==> config.mk <==
export PLATFORM = sky130hd
export DESIGN_NAME = sd_spi_responder_flat
export DESIGN_NICKNAME = d
export VERILOG_FILES = /design/src/rtl/sd_spi_responder_if.sv /design/src/rtl/sd_spi_responder.sv /design/src/flat_wrapper.sv
export SDC_FILE = /design/constraint.sdc
export NUM_CORES = 1
export LEC_CHECK = 0
export ABC_CLOCK_PERIOD_IN_PS = 3200
export BUFFER_PORTS_ARGS = -buffer_cell sky130_fd_sc_hd__buf_4
export CAP_MARGIN = 40
export CORE_ASPECT_RATIO = 1.2
export CORE_MARGIN = 2
export CORE_UTILIZATION = 56
export DETAILED_ROUTE_END_ITERATION = 8
export PLACE_DENSITY = 0.75
export REMOVE_ABC_BUFFERS = 1
export SLEW_MARGIN = 10
export SYNTH_ARGS = -nofsm -noshare
export SYNTH_HDL_FRONTEND = slang
export SYNTH_SLANG_ARGS = --single-unit
==> constraint.sdc <==
create_clock -name CLOCK_50 -period 3.2 [get_ports CLOCK_50]
set_clock_uncertainty 0.15 [all_clocks]
set_input_delay 0.32 -clock CLOCK_50 [delete_from_list [all_inputs] [get_ports CLOCK_50]]
set_output_delay 0.32 -clock CLOCK_50 [all_outputs]
set_load 0.05 [all_outputs]
==> src/rtl/sd_spi_responder_if.sv <==
// Host-side bus of sd_spi_responder: deframed SD commands, raw received bytes and
// the one-byte reply handshake toward the card-emulation logic.
interface sd_spi_responder_if;
    logic        CMD_VALID;
    logic [5:0]  CMD_INDEX;
    logic [31:0] CMD_ARG;
    logic        CMD_CRC_ERR;
    logic [7:0]  RX_BYTE;
    logic        RX_STROBE;
    logic [7:0]  TX_BYTE;
    logic        TX_VALID;
    logic        TX_READY;

    modport slave (
        output CMD_VALID, CMD_INDEX, CMD_ARG, CMD_CRC_ERR, RX_BYTE, RX_STROBE, TX_READY,
        input  TX_BYTE, TX_VALID
    );

    modport master (
        input  CMD_VALID, CMD_INDEX, CMD_ARG, CMD_CRC_ERR, RX_BYTE, RX_STROBE, TX_READY,
        output TX_BYTE, TX_VALID
    );
endinterface

==> src/rtl/sd_spi_responder.sv <==
// SPI-mode SD card target: oversampled mode-0 SPI slave with 6-byte command deframer.
// Optional macro SD_CRC_CHECK_EN enables CRC7 checking of each command frame.
module sd_spi_responder #(
    parameter int         SYNC_STAGES = 2,
    parameter logic [7:0] FILL_BYTE   = 8'hFF
) (
    input  logic CLOCK_50,
    input  logic nRESET,
    input  logic SPI_CLK,
    input  logic SPI_MOSI,
    input  logic SPI_CS,
    output logic SPI_MISO,
    output logic SPI_MISO_OE,
    sd_spi_responder_if.slave host
);

    typedef enum logic [2:0] {
        ST_HUNT = 3'd0,
        ST_ARG0 = 3'd1,
        ST_ARG1 = 3'd2,
        ST_ARG2 = 3'd3,
        ST_ARG3 = 3'd4,
        ST_CRC  = 3'd5
    } frame_state_t;

`ifdef SD_CRC_CHECK_EN
    function automatic logic [6:0] crc7_update(input logic [6:0] crc_in, input logic [7:0] data_in);
        logic [6:0] crc_v;
        logic       fb_v;
        crc_v = crc_in;
        for (int i = 7; i >= 0; i--) begin
            fb_v  = crc_v[6] ^ data_in[i];
            crc_v = {crc_v[5:0], 1'b0};
            if (fb_v) begin
                crc_v = crc_v ^ 7'h09;
            end
        end
        return crc_v;
    endfunction
`endif

    logic [SYNC_STAGES-1:0] sck_sync_r;
    logic [SYNC_STAGES-1:0] mosi_sync_r;
    logic [SYNC_STAGES-1:0] cs_sync_r;
    logic                   sck_d_r;
    logic                   cs_d_r;

    logic       sck_s, mosi_s, cs_s;
    logic       cs_fall_s, cs_rise_s, sck_rise_s, sck_fall_s;
    logic       byte_end_s, reload_s, tx_load_s;
    logic [7:0] reload_val_s;

    logic [2:0] bit_cnt_r;
    logic [6:0] rx_shift_r;
    logic [7:0] rx_byte_r;
    logic       rx_strobe_r;
    logic [6:0] tx_r;
    logic       miso_r;
    logic       miso_oe_r;
    logic [7:0] hold_r;
    logic       tx_ready_r;

    frame_state_t state_r, state_nxt_s;
    logic [5:0]   idx_r, idx_nxt_s;
    logic [31:0]  arg_r, arg_nxt_s;
    logic [5:0]   cmd_index_r, cmd_index_nxt_s;
    logic [31:0]  cmd_arg_r, cmd_arg_nxt_s;
    logic         cmd_valid_r, cmd_valid_nxt_s;
    logic         crc_err_r, crc_err_nxt_s;
`ifdef SD_CRC_CHECK_EN
    logic [6:0]   crc_r, crc_nxt_s;
`endif

    // Input synchronizers plus one delayed copy of SCK and CS for edge detection
    always_ff @(posedge CLOCK_50 or negedge nRESET) begin
        if (!nRESET) begin
            sck_sync_r  <= {SYNC_STAGES{1'b0}};
            mosi_sync_r <= {SYNC_STAGES{1'b0}};
            cs_sync_r   <= {SYNC_STAGES{1'b1}};
            sck_d_r     <= 1'b0;
            cs_d_r      <= 1'b1;
        end else begin
            sck_sync_r  <= {sck_sync_r[SYNC_STAGES-2:0], SPI_CLK};
            mosi_sync_r <= {mosi_sync_r[SYNC_STAGES-2:0], SPI_MOSI};
            cs_sync_r   <= {cs_sync_r[SYNC_STAGES-2:0], SPI_CS};
            sck_d_r     <= sck_sync_r[SYNC_STAGES-1];
            cs_d_r      <= cs_sync_r[SYNC_STAGES-1];
        end
    end

    assign sck_s  = sck_sync_r[SYNC_STAGES-1];
    assign mosi_s = mosi_sync_r[SYNC_STAGES-1];
    assign cs_s   = cs_sync_r[SYNC_STAGES-1];

    // SCK edges only count while CS has been low for both the current and previous sample
    assign cs_fall_s    = cs_d_r & ~cs_s;
    assign cs_rise_s    = ~cs_d_r & cs_s;
    assign sck_rise_s   = ~cs_s & ~cs_d_r & sck_s & ~sck_d_r;
    assign sck_fall_s   = ~cs_s & ~cs_d_r & ~sck_s & sck_d_r;
    assign byte_end_s   = sck_fall_s & (bit_cnt_r == 3'd0);
    assign reload_s     = cs_fall_s | byte_end_s;
    assign reload_val_s = tx_ready_r ? FILL_BYTE : hold_r;
    assign tx_load_s    = host.TX_VALID & tx_ready_r;

    // Bit-level shifting; miso_r is the MSB of the outgoing byte, tx_r the remaining bits
    always_ff @(posedge CLOCK_50 or negedge nRESET) begin
        if (!nRESET) begin
            bit_cnt_r   <= 3'd0;
            rx_shift_r  <= 7'd0;
            rx_byte_r   <= 8'd0;
            rx_strobe_r <= 1'b0;
            tx_r        <= FILL_BYTE[6:0];
            miso_r      <= 1'b1;
            miso_oe_r   <= 1'b0;
        end else begin
            rx_strobe_r <= 1'b0;
            if (cs_rise_s) begin
                miso_oe_r  <= 1'b0;
                miso_r     <= 1'b1;
                bit_cnt_r  <= 3'd0;
                rx_shift_r <= 7'd0;
            end else if (cs_fall_s) begin
                miso_oe_r  <= 1'b1;
                bit_cnt_r  <= 3'd0;
                rx_shift_r <= 7'd0;
                miso_r     <= reload_val_s[7];
                tx_r       <= reload_val_s[6:0];
            end else if (sck_rise_s) begin
                rx_shift_r <= {rx_shift_r[5:0], mosi_s};
                bit_cnt_r  <= bit_cnt_r + 3'd1;
                if (bit_cnt_r == 3'd7) begin
                    rx_byte_r   <= {rx_shift_r, mosi_s};
                    rx_strobe_r <= 1'b1;
                end
            end else if (byte_end_s) begin
                miso_r <= reload_val_s[7];
                tx_r   <= reload_val_s[6:0];
            end else if (sck_fall_s) begin
                miso_r <= tx_r[6];
                tx_r   <= {tx_r[5:0], 1'b1};
            end
        end
    end

    // Holding register: a load in the reload cycle lands after the reload has sampled it
    always_ff @(posedge CLOCK_50 or negedge nRESET) begin
        if (!nRESET) begin
            hold_r     <= 8'd0;
            tx_ready_r <= 1'b1;
        end else if (cs_rise_s) begin
            tx_ready_r <= 1'b1;
        end else if (tx_load_s) begin
            hold_r     <= host.TX_BYTE;
            tx_ready_r <= 1'b0;
        end else if (reload_s && !tx_ready_r) begin
            tx_ready_r <= 1'b1;
        end
    end

    // Framer next-state: consumes each completed byte the cycle after its strobe
    always_comb begin
        state_nxt_s     = state_r;
        idx_nxt_s       = idx_r;
        arg_nxt_s       = arg_r;
        cmd_index_nxt_s = cmd_index_r;
        cmd_arg_nxt_s   = cmd_arg_r;
        cmd_valid_nxt_s = 1'b0;
        crc_err_nxt_s   = 1'b0;
`ifdef SD_CRC_CHECK_EN
        crc_nxt_s       = crc_r;
`endif
        if (cs_rise_s) begin
            state_nxt_s = ST_HUNT;
        end else if (rx_strobe_r) begin
`ifdef SD_CRC_CHECK_EN
            crc_nxt_s = crc7_update((state_r == ST_HUNT) ? 7'd0 : crc_r, rx_byte_r);
`endif
            case (state_r)
                ST_HUNT: begin
                    if (rx_byte_r[7:6] == 2'b01) begin
                        idx_nxt_s   = rx_byte_r[5:0];
                        state_nxt_s = ST_ARG0;
                    end else begin
                        state_nxt_s = ST_HUNT;
                    end
                end
                ST_ARG0: begin
                    arg_nxt_s   = {arg_r[23:0], rx_byte_r};
                    state_nxt_s = ST_ARG1;
                end
                ST_ARG1: begin
                    arg_nxt_s   = {arg_r[23:0], rx_byte_r};
                    state_nxt_s = ST_ARG2;
                end
                ST_ARG2: begin
                    arg_nxt_s   = {arg_r[23:0], rx_byte_r};
                    state_nxt_s = ST_ARG3;
                end
                ST_ARG3: begin
                    arg_nxt_s   = {arg_r[23:0], rx_byte_r};
                    state_nxt_s = ST_CRC;
                end
                ST_CRC: begin
                    state_nxt_s = ST_HUNT;
`ifdef SD_CRC_CHECK_EN
                    if (rx_byte_r == {crc_r, 1'b1}) begin
                        cmd_index_nxt_s = idx_r;
                        cmd_arg_nxt_s   = arg_r;
                        cmd_valid_nxt_s = 1'b1;
                    end else begin
                        crc_err_nxt_s   = 1'b1;
                    end
`else
                    cmd_index_nxt_s = idx_r;
                    cmd_arg_nxt_s   = arg_r;
                    cmd_valid_nxt_s = 1'b1;
`endif
                end
                default: begin
                    state_nxt_s = ST_HUNT;
                end
            endcase
        end else begin
            state_nxt_s = state_r;
        end
    end

    // Framer state and command output registers
    always_ff @(posedge CLOCK_50 or negedge nRESET) begin
        if (!nRESET) begin
            state_r     <= ST_HUNT;
            idx_r       <= 6'd0;
            arg_r       <= 32'd0;
            cmd_index_r <= 6'd0;
            cmd_arg_r   <= 32'd0;
            cmd_valid_r <= 1'b0;
            crc_err_r   <= 1'b0;
`ifdef SD_CRC_CHECK_EN
            crc_r       <= 7'd0;
`endif
        end else begin
            state_r     <= state_nxt_s;
            idx_r       <= idx_nxt_s;
            arg_r       <= arg_nxt_s;
            cmd_index_r <= cmd_index_nxt_s;
            cmd_arg_r   <= cmd_arg_nxt_s;
            cmd_valid_r <= cmd_valid_nxt_s;
            crc_err_r   <= crc_err_nxt_s;
`ifdef SD_CRC_CHECK_EN
            crc_r       <= crc_nxt_s;
`endif
        end
    end

    assign SPI_MISO         = miso_r;
    assign SPI_MISO_OE      = miso_oe_r;
    assign host.CMD_VALID   = cmd_valid_r;
    assign host.CMD_INDEX   = cmd_index_r;
    assign host.CMD_ARG     = cmd_arg_r;
    assign host.CMD_CRC_ERR = crc_err_r;
    assign host.RX_BYTE     = rx_byte_r;
    assign host.RX_STROBE   = rx_strobe_r;
    assign host.TX_READY    = tx_ready_r;

endmodule

==> src/flat_wrapper.sv <==
// flat-port wrapper written by rule: the top's interface ports become plain ports
module sd_spi_responder_flat 
#(
    parameter int         SYNC_STAGES = 2,
    parameter logic [7:0] FILL_BYTE   = 8'hFF
)
  (CLOCK_50, nRESET, SPI_CLK, SPI_MOSI, SPI_CS, SPI_MISO, SPI_MISO_OE, host_CMD_VALID, host_CMD_INDEX, host_CMD_ARG, host_CMD_CRC_ERR, host_RX_BYTE, host_RX_STROBE, host_TX_READY, host_TX_BYTE, host_TX_VALID);
  sd_spi_responder_if host_i ();
  input  logic CLOCK_50;
  input  logic nRESET;
  input  logic SPI_CLK;
  input  logic SPI_MOSI;
  input  logic SPI_CS;
  output logic SPI_MISO;
  output logic SPI_MISO_OE;
  output wire logic [$bits(host_i.CMD_VALID)-1:0] host_CMD_VALID;
  output wire logic [$bits(host_i.CMD_INDEX)-1:0] host_CMD_INDEX;
  output wire logic [$bits(host_i.CMD_ARG)-1:0] host_CMD_ARG;
  output wire logic [$bits(host_i.CMD_CRC_ERR)-1:0] host_CMD_CRC_ERR;
  output wire logic [$bits(host_i.RX_BYTE)-1:0] host_RX_BYTE;
  output wire logic [$bits(host_i.RX_STROBE)-1:0] host_RX_STROBE;
  output wire logic [$bits(host_i.TX_READY)-1:0] host_TX_READY;
  input wire logic [$bits(host_i.TX_BYTE)-1:0] host_TX_BYTE;
  input wire logic [$bits(host_i.TX_VALID)-1:0] host_TX_VALID;
  assign host_CMD_VALID = host_i.CMD_VALID;
  assign host_CMD_INDEX = host_i.CMD_INDEX;
  assign host_CMD_ARG = host_i.CMD_ARG;
  assign host_CMD_CRC_ERR = host_i.CMD_CRC_ERR;
  assign host_RX_BYTE = host_i.RX_BYTE;
  assign host_RX_STROBE = host_i.RX_STROBE;
  assign host_TX_READY = host_i.TX_READY;
  assign host_i.TX_BYTE = host_TX_BYTE;
  assign host_i.TX_VALID = host_TX_VALID;
  sd_spi_responder #(.SYNC_STAGES(SYNC_STAGES), .FILL_BYTE(FILL_BYTE)) u_core (.CLOCK_50(CLOCK_50), .nRESET(nRESET), .SPI_CLK(SPI_CLK), .SPI_MOSI(SPI_MOSI), .SPI_CS(SPI_CS), .SPI_MISO(SPI_MISO), .SPI_MISO_OE(SPI_MISO_OE), .host(host_i));
endmodule
==> results.sh, run 1 <==
export IMPL_htree_levels=4
export IMPL_die_w_um=89.1
export IMPL_cts_sinks=125
export IMPL_cts_resized=0
export IMPL_dp_cells=486
export IMPL_vias=2790
export IMPL_setup_slack_ns=0.640
export IMPL_vias_per_cell=5.26
export IMPL_io_pins=66
export IMPL_stdcell_count=530
export IMPL_synth_common_cells="dfrtp_1 (113), mux2_2 (92), dfstp_2 (12), nor3_1 (10)"
export IMPL_grt_max_degree=66
export IMPL_grt_pass1_wl_um=13400
export IMPL_wl_per_cell_um=15.1
export IMPL_start_util_pct=57.1
export IMPL_clk_latency_ns=0.51
export IMPL_drive_gt1_share_pct=50.4
export IMPL_first_pass_iters=4
export IMPL_nets=420
export IMPL_period_minus_slack_ns=2.56
export IMPL_start_kind="flip-flop"
export IMPL_grtUsageTotal_pct=18.6
export IMPL_slew_viol_final=0
export IMPL_cts_buffers_inserted=17
export IMPL_setup_tns_ns=0
export IMPL_antenna_found_initial=0
export IMPL_synth_edf_count=0
export IMPL_ys_ff_latch=125
export IMPL_tightest_slew_ns=0.758
export IMPL_finalWirelength_um=7990
export IMPL_synth_ff_type="dfrtp_1"
export IMPL_synthCells=314
export IMPL_power_density_nw_per_um2=593
export IMPL_synth_top_area_share_pct=58.2
export IMPL_clkSlewWorstSetupHoldPaths_ns=0.05
export IMPL_ys_types=38
export IMPL_arrival_ns=2.80
export IMPL_n_fill_cell=602
export IMPL_grt_pass1_vias=2859
export IMPL_synth_top_cell_by_area="dfrtp_1"
export IMPL_yosysMostFrequentCell="dfrtp_1"
export IMPL_coreArea_um2=8520
export IMPL_ctsRootBufferMaster="clkbuf_8"
export IMPL_crit_type="reg2reg"
export IMPL_post_cts_buffers=0
export IMPL_ctsHoldBuffers=12
export IMPL_remaining_drc_errors=0
export IMPL_relSlewSlack_pct=49.5
export IMPL_hpwl_um=5070
export IMPL_diodes=0
export IMPL_maxCapViolCount=0
export IMPL_clock_path_buffers=2
export IMPL_dieArea_um2=9440
export IMPL_synthTopCellsByArea="dfrtp_1 (58%), mux2_2 (21%), dfstp_2 (6.5%), a22o_1 (1.6%), ha_1 (1.5%)"
export IMPL_fmaxAchievable_mhz=391
export IMPL_hold_violations=0
export IMPL_ant_nets=0
export IMPL_async_flop_share_pct=100
export IMPL_die_h_um=106
export IMPL_grt_overflow=0
export IMPL_cp_required_ns=3.44
export IMPL_drtIter0Drc=108
export IMPL_rsz0062_at_grt="no"
export IMPL_avgSynthCellArea_um2=15.5
export IMPL_fin_crit_sh_pct=80.0
export IMPL_outcome="completed"
export IMPL_netlist_area_um2=4860
export IMPL_cts_tree="built"
export IMPL_yosys_warnings=0
export IMPL_yosysSeqAreaShare_pct=64.7
export IMPL_hold_path_class="in2reg"
export IMPL_irDropWorstVdd_v=0.000407
export IMPL_row_count=37
export IMPL_leakage_nw=3.14
export IMPL_cp_end_kind="flip-flop"
export IMPL_cp_max_fo=19
export IMPL_setup_viol=0
export IMPL_place_ws_ns=0.597
export IMPL_portBuffers=64
export IMPL_gp_congestion=0.745
export IMPL_syn2layout_area_growth_pct=26.5
[flip-flops by register name (all words and copies together) (netlist names), 3 cells and up]
register	count
u_core.arg_r	32
u_core.host.CMD_ARG	32
u_core.hold_r	8
u_core.host.RX_BYTE	8
u_core.rx_shift_r	7
u_core.tx_r	7
u_core.host.CMD_INDEX	6
u_core.idx_r	6
u_core.bit_cnt_r	3
u_core.state_r	3
[per-layer routing]
| metal | GRT usage (%) | share of wire (%) | routed length (µm) |
|---|---|---|---|
| met1 | 22.7 | 42 | 3350 |
| met2 | 30.8 | 53 | 4260 |
| met3 | 6.37 | 3.9 | 312 |
| met4 | 6.08 | 0.91 | 73 |
| met5 | 0 | 0 | 0 |
[stage by stage]
| step | hold slack, ns | total power, mW | instance area [µm²] | utilization, % |
|---|---|---|---|---|
| 2_1_floorplan | -0.126 | 1.77 | 4770 | - |
| 6_report | 0.0224 | 3.64 | 6150 | 72.2 |
| 3_3_place_gp | 0.184 | 1.84 | 5460 | 64.1 |
| 5_1_grt | 0.0427 | 3.77 | 6150 | 72.2 |
| 4_1_cts | 0.00900 | 3.68 | 6150 | 72.2 |
| 3_5_place_dp | 0.186 | 1.84 | 5460 | 64.1 |
[worst max-delay path: stages (launching register included)]
cell and delay, ns:
dfstp_2 0.53, inv_1 0.05, ha_1 0.20, and2b_1 0.23, nand4b_1 0.52, buf_4 0.45, mux2_2 0.30
[where the power goes]
part           switching (mW)  total, mW  internal (mW)
logic                  0.0901      0.164         0.0743
clock network           0.634       1.82           1.18
registers              0.0235       1.66           1.64
total                   0.747       3.64           2.90
[layout by cell type (no fill, tap or decap), types with 5 or more instances in the layout]
cell and instances:
buf_4 69, clkbuf_16 16, dfstp_2 12, ha_1 6, dfrtp_1 113, clkbuf_8 5, o221a_1 6, dlygate4sd3_1 12
nor3_1 10, mux2_2 92, nand2_1 9, nor2_1 6, a22o_1 9, inv_1 6
[area by class of cell]
| type | count | area [µm²] | area share, % |
|---|---|---|---|
| clock inverter | 7 | 87.6 | 1.42 |
| clock buffer | 25 | 484 | 7.87 |
| tap | 117 | 146 | 2.38 |
| timing repair buffer | 82 | 658 | 10.7 |
| sequential | 125 | 3140 | 51.1 |
| inverter | 6 | 22.5 | 0.366 |
| multi-input combinational | 168 | 1610 | 26.1 |
[worst paths after layout]
| kind | to | start | cells after the start | slack, ns |
|---|---|---|---|---|
| max reg2reg | u_core.host.CMD_ARG[2] | u_core.cs_d_r | 6 | 0.64 |
| min in group asynchronous | u_core.host.CMD_ARG[24] | nRESET | 2 | 0.27 |
| max | u_core.host.CMD_ARG[2] | u_core.cs_d_r | 6 | 0.64 |
| max in group asynchronous | u_core.tx_r[5] | nRESET | 3 | 1.77 |
| min | u_core.host.TX_READY | host_TX_VALID | 3 | 0.02 |
| min reg2reg | u_core.mosi_sync_r[1] | u_core.mosi_sync_r[0] | 0 | 0.20 |
[logic make-up (layout without fill, tap and decap cells)]
group                    after synthesis  in the layout  share of synthesized area (%)
flip-flops                           125            125                           64.7
multiplexers                          95             95                           21.9
AND/OR/NAND/NOR                       40             40                           4.66
AO/OA/AOI/OAI                         24             24                           4.50
buffers and inverters                 21            120                           2.27
adder cells (fa/ha/maj)                6              6                           1.54
XOR/XNOR                               2              2                          0.360
other                                  1              1                         0.0771
No activity file was read; power rests on OpenSTA's default activity.
==> inputs of run 2 (changes only) <==
Settings changed: ABC_CLOCK_PERIOD_IN_PS 3200 to 2300, CORE_UTILIZATION 56 to 51, PLACE_DENSITY 0.75 to 0.72.
Clock period 3.2 ns to 2.3 ns, I/O delays scaled along.
==> run 2 against run 1 <==
Net effect:
- total power rose by 49%
- first-iteration DRC count fell by 29%
- core utilization fell by 5.4 points
- sequential cell count did not move
- cell area rose by 2.3%
- die area rose by 9.4%
- via count did not move
- clock power rose by 57%
- combinational power rose by 46%
- critical path depth fell by 1
- largest cell class unchanged
==> results.sh, run 2 (synthesis results as in run 1) <==
export IMPL_layout_common_cells="dfrtp_1 (113), mux2_2 (92), buf_4 (71), clkbuf_16 (17)"
export IMPL_finalPower_mw=5.41
export IMPL_final_common_cell="dfrtp_1"
export IMPL_n_fill_cell=686
export IMPL_clkSlewWorstSetupHoldPaths_ns=0.05
export IMPL_period_minus_slack_ns=2.18
export IMPL_ant_nets=0
export IMPL_finalWirelength_um=8320
export IMPL_final_util_pct=66.8
export IMPL_wl_met1_um=3560
export IMPL_die_w_um=93.1
export IMPL_maxCapViolCount=0
export IMPL_rsz0062_at_grt="no"
export IMPL_remaining_drc_errors=0
export IMPL_clock_path_buffers=2
export IMPL_cp_required_ns=2.47
export IMPL_cts_tree="built"
export IMPL_rr_startpoint="u_core.cs_d_r"
export IMPL_clk_latency_ns=0.40
export IMPL_dieArea_um2=10300
export IMPL_cp_end_kind="flip-flop"
export IMPL_irDropWorstVdd_v=0.000558
export IMPL_grt_overflow=0
export IMPL_grt_max_degree=50
export IMPL_relSlewSlack_pct=55.5
export IMPL_outcome="completed"
export IMPL_top_layer_used="met4"
export IMPL_cts_buffers_inserted=17
export IMPL_gp_congestion=0.735
export IMPL_fmaxAchievable_mhz=459
export IMPL_first_pass_iters=4
export IMPL_diodes=0
export IMPL_die_h_um=111
export IMPL_tightest_slew_ns=0.668
export IMPL_row_count=39
export IMPL_power_density_nw_per_um2=861
export IMPL_hpwl_um=5090
export IMPL_cts_sinks=125
export IMPL_r2r_end="u_core.tx_r[6]"
export IMPL_wl_per_cell_um=15.4
export IMPL_antenna_found_initial=0
export IMPL_drive_gt1_share_pct=50.8
export IMPL_whs_path_depth=3
export IMPL_start_util_pct=51.6
export IMPL_portBuffers=64
export IMPL_reg2regPathDepth=5
export IMPL_hold_path_class="in2reg"
export IMPL_grt_pass1_vias=2931
export IMPL_start_kind="flip-flop"
export IMPL_hold_slack_ns=0.0506
export IMPL_nets=424
export IMPL_fin_crit_sh_pct=94.8
export IMPL_dr_wl_met2_um=4390
export IMPL_ctsRootBufferMaster="clkbuf_16"
export IMPL_syn2layout_area_growth_pct=29.4
export IMPL_rrSetupSlack_ns=0.12
export IMPL_grtUsageTotal_pct=17.7
export IMPL_hold_path_startpoint="host_TX_VALID"
export IMPL_arrival_ns=2.35
export IMPL_leakage_nw=3.21
export IMPL_hold_violations=0
export IMPL_holdPathEnd="u_core.host.TX_READY"
export IMPL_crit_type="reg2reg"
export IMPL_vias_per_cell=5.17
export IMPL_vias=2790
export IMPL_setup_viol=0
export IMPL_grt_pass1_wl_um=14100
export IMPL_io_pins=66
export IMPL_cp_max_fo=14
export IMPL_met3_length_um=281
export IMPL_htree_levels=4
export IMPL_slew_viol_final=0
export IMPL_coreArea_um2=9420
export IMPL_setup_tns_ns=0
export IMPL_drtIter0Drc=77
## run 2: changes by cell type in the layout (fill, tap and decap cells not counted)
cell	delta
clkbuf_8	+1
buf_4	+2
clkinv_2	-3
bufinv_16	+2
clkbuf_16	+1
clkinvlp_4	-1
buf_12	+2
## run 2: final cells by class
cell class / count / area [µm²] / share of cell area, %
clock buffer: 27 / 523 / 8.32
clock inverter: 5 / 125 / 1.99
inverter: 6 / 22.5 / 0.358
multi-input combinational: 168 / 1610 / 25.6
sequential: 125 / 3140 / 50.0
tap: 123 / 154 / 2.45
timing repair buffer: 86 / 713 / 11.3
## run 2: power breakdown
| part | leakage, nW | total, mW | switching [mW] | internal, mW |
|---|---|---|---|---|
| sequential | 1.67 | 2.31 | 0.0333 | 2.28 |
| combinational | 1.22 | 0.240 | 0.129 | 0.111 |
| clock | 0.318 | 2.86 | 0.875 | 1.99 |
## run 2: metrics by stage
stage               cells  setup WS (ns)  cell area [µm²]
CTS                   540          0.122             6290
global placement      496          0.169             5520
global route          540        0.00396             6290
floorplan             299         -0.854             4770
detailed placement    496          0.138             5520
finish                540          0.121             6290
## run 2: worst max path at each step
| stage | from | end | slack (ns) | depth (start not counted) |
|---|---|---|---|---|
| floorplan | u_core.cs_d_r | u_core.host.CMD_ARG[0] | -0.85 | 5 |
| global placement | u_core.cs_d_r | u_core.tx_r[6] | 0.17 | 5 |
| detailed placement | u_core.cs_d_r | u_core.tx_r[6] | 0.14 | 5 |
| CTS | u_core.cs_d_r | u_core.tx_r[6] | 0.12 | 5 |
| global route | u_core.cs_d_r | u_core.tx_r[6] | 0.004 | 5 |
| finish | u_core.cs_d_r | u_core.tx_r[6] | 0.12 | 5 |
## run 2: worst max-delay path, cell delays in order (launching register included)
cell     delay (ns)
dfstp_2        0.53
inv_1          0.05
ha_1           0.25
o21ba_4        0.34
or3b_1         0.50
o221a_1        0.28
## run 2: what timing repair did
item	4_1_cts	5_1_grt
hold buffers	12	0
resized for setup	0	0
endpoints found under the hold margin	51	0
setup endpoints to repair	0	0
setup buffers	0	0
## run 2: metal layers
| layer | vias to the layer above | global-route usage, % |
|---|---|---|
| li1 | 1299 | - |
| met1 | 1427 | 21.3 |
| met2 | 55 | 29.6 |
| met3 | 9 | 6.19 |
| met4 | 0 | 6.18 |
| met5 | - | 0 |
==> inputs of run 3 (changes only) <==
Settings changed: PLACE_DENSITY 0.72 to 0.75.
==> run 3 against run 2 <==
Net effect:
- count of clock-buffer cells in the layout down 6
- first-iteration DRC count up 26%
- core utilization down 0.37 points
- combinational power about the same
- total power down 3.2%
- clock power down 6%
- routed wire length down 3.1%
==> results.sh, run 3 (synthesis results as in run 1) <==
export IMPL_nets=426
export IMPL_row_count=39
export IMPL_rrSetupSlack_ns=0.15
export IMPL_period_minus_slack_ns=2.15
export IMPL_wl_per_cell_um=14.9
export IMPL_coreArea_um2=9420
export IMPL_reg2regPathDepth=5
export IMPL_remaining_drc_errors=0
export IMPL_fmaxAchievable_mhz=466
export IMPL_first_pass_iters=4
export IMPL_path_delay_family="compound AO/OA/AOI/OAI gates"
export IMPL_maxCapViolCount=0
export IMPL_gp_congestion=0.789
export IMPL_vias=2791
export IMPL_finalWirelength_um=8060
export IMPL_cts_buffers_inserted=17
export IMPL_drive_gt1_share_pct=51.8
export IMPL_io_pins=66
export IMPL_place_ws_ns=0.145
export IMPL_final_common_cell="dfrtp_1"
export IMPL_crit_type="reg2reg"
export IMPL_start_util_pct=51.6
export IMPL_portBuffers=64
export IMPL_vias_per_cell=5.15
export IMPL_p_switching_mw=1.07
export IMPL_combPwrFrac_pct=4.6
export IMPL_grt_pass1_wl_um=13900
export IMPL_diodes=0
export IMPL_clk_latency_ns=0.41
export IMPL_hold_violations=0
export IMPL_max_stage_delay_ns=0.53
export IMPL_die_w_um=93.1
export IMPL_cp_required_ns=2.48
export IMPL_power_density_nw_per_um2=838
export IMPL_antenna_found_initial=0
export IMPL_grt_overflow=0
export IMPL_setup_slack_ns=0.154
export IMPL_drtIter0Drc=97
export IMPL_switching_share_pct=20.5
export IMPL_leakage_nw=3.19
export IMPL_layout_common_cells="dfrtp_1 (113), mux2_2 (92), buf_4 (74), clkbuf_16 (17)"
export IMPL_cp_cell_sequence="inv_1 > ha_1 > o21ba_4 > or3b_1 > o221a_1"
export IMPL_dieArea_um2=10300
export IMPL_start_kind="flip-flop"
export IMPL_r2r_end="u_core.tx_r[6]"
export IMPL_grtUsageTotal_pct=17.6
export IMPL_hold_path_class="in2reg"
export IMPL_cp_slowest_cell="dfstp_2"
export IMPL_ctsRootBufferMaster="clkbuf_16"
export IMPL_outcome="completed"
export IMPL_cp_num_buf_inv=1
export IMPL_hold_path_startpoint="host_TX_VALID"
export IMPL_cell_internal_pwr_mw=4.17
export IMPL_grt_max_degree=40
export IMPL_hold_slack_ns=0.0464
export IMPL_die_h_um=111
export IMPL_rr_startpoint="u_core.cs_d_r"
export IMPL_clkSlewWorstSetupHoldPaths_ns=0.05
export IMPL_setup_viol=0
export IMPL_crit_cells=5
export IMPL_setup_tns_ns=0
export IMPL_cts_resized=0
export IMPL_irDropWorstVdd_v=0.000515
export IMPL_dr_wl_met2_um=4220
export IMPL_wl_met1_um=3400
export IMPL_holdPathEnd="u_core.host.TX_READY"
export IMPL_whs_path_depth=3
export IMPL_clockPowerShare_pct=51.3
export IMPL_clock_path_buffers=2
export IMPL_cts_sinks=125
export IMPL_fin_crit_sh_pct=93.3
export IMPL_cts_tree="built"
export IMPL_post_cts_buffers=0
export IMPL_cp_max_fo=14
export IMPL_grt_pass1_vias=2953
export IMPL_share_seq_of_total_power_pct=44.1
export IMPL_arrival_ns=2.33
export IMPL_top_layer_used="met4"
export IMPL_hpwl_um=5200
export IMPL_rsz0062_at_grt="no"
export IMPL_syn2layout_area_growth_pct=28.6
export IMPL_htree_levels=4
export IMPL_met3_length_um=354
export IMPL_finalPower_mw=5.24
export IMPL_dpl_cell_area_um2=5520
export IMPL_slew_viol_final=0
export IMPL_ant_nets=0
export IMPL_cp_end_kind="flip-flop"
export IMPL_fin_area_um2=6250
export IMPL_n_fill_cell=649
==> run 3: cell count changes in the layout (fill, tap and decap cells not counted) <==
cell        previous run  this run
clkinv_2               1         4
clkbuf_8               6         3
clkbuf_1               4         1
clkinvlp_4             0         4
buf_12                 3         2
buf_4                 71        74
bufinv_16              4         3
==> run 3: layer usage <==
layer / GRT usage, % / up-vias
met5: 0 / -
met4: 6.37 / 0
met3: 6.87 / 12
met2: 28.3 / 59
met1: 21.5 / 1410
li1: - / 1310
==> run 3: power groups by stage <==
stage	registers, mW	logic, mW	clock network [mW]
final	2.31	0.239	2.69
after global routing	2.32	0.266	2.85
after CTS	2.31	0.244	2.74
after detailed placement	2.35	0.228	0
after global placement	2.35	0.220	0
after floorplan	2.36	0.100	0
==> run 3: timing repair <==
item                       4_1_cts  5_1_grt
setup endpoints to repair        0        0
hold endpoints to repair        41        0
hold buffers                    12        0
==> run 3: worst max path at each step <==
stage,from,to
final,u_core.cs_d_r,u_core.tx_r[6]
after detailed placement,u_core.cs_d_r,u_core.tx_r[6]
after floorplan,u_core.cs_d_r,u_core.host.CMD_ARG[0]
after global routing,u_core.cs_d_r,u_core.tx_r[4]
after CTS,u_core.cs_d_r,u_core.tx_r[6]
after global placement,u_core.cs_d_r,u_core.tx_r[1]
==> run 3: layout make-up <==
cell class | count | area (µm²) | area share (%)
Sequential cell | 125 | 3140 | 50.3
Clock buffer | 21 | 470 | 7.52
Clock inverter | 11 | 140 | 2.24
Inverter | 6 | 22.5 | 0.360
Tap cell | 123 | 154 | 2.46
Timing Repair Buffer | 88 | 716 | 11.4
Multi-Input combinational cell | 168 | 1610 | 25.7
==> run 3: tightest hold or removal path, cell delays in order <==
cell and delay (ns):
buf_4 0.11, mux2i_1 0.11, or2_2 0.12
==> run 3: per-stage QoR <==
stage,instances,util (%)
3_3_place_gp,498,58.6
5_1_grt,542,66.4
3_5_place_dp,498,58.6
2_1_floorplan,299,-
6_report,542,66.4
4_1_cts,542,66.4
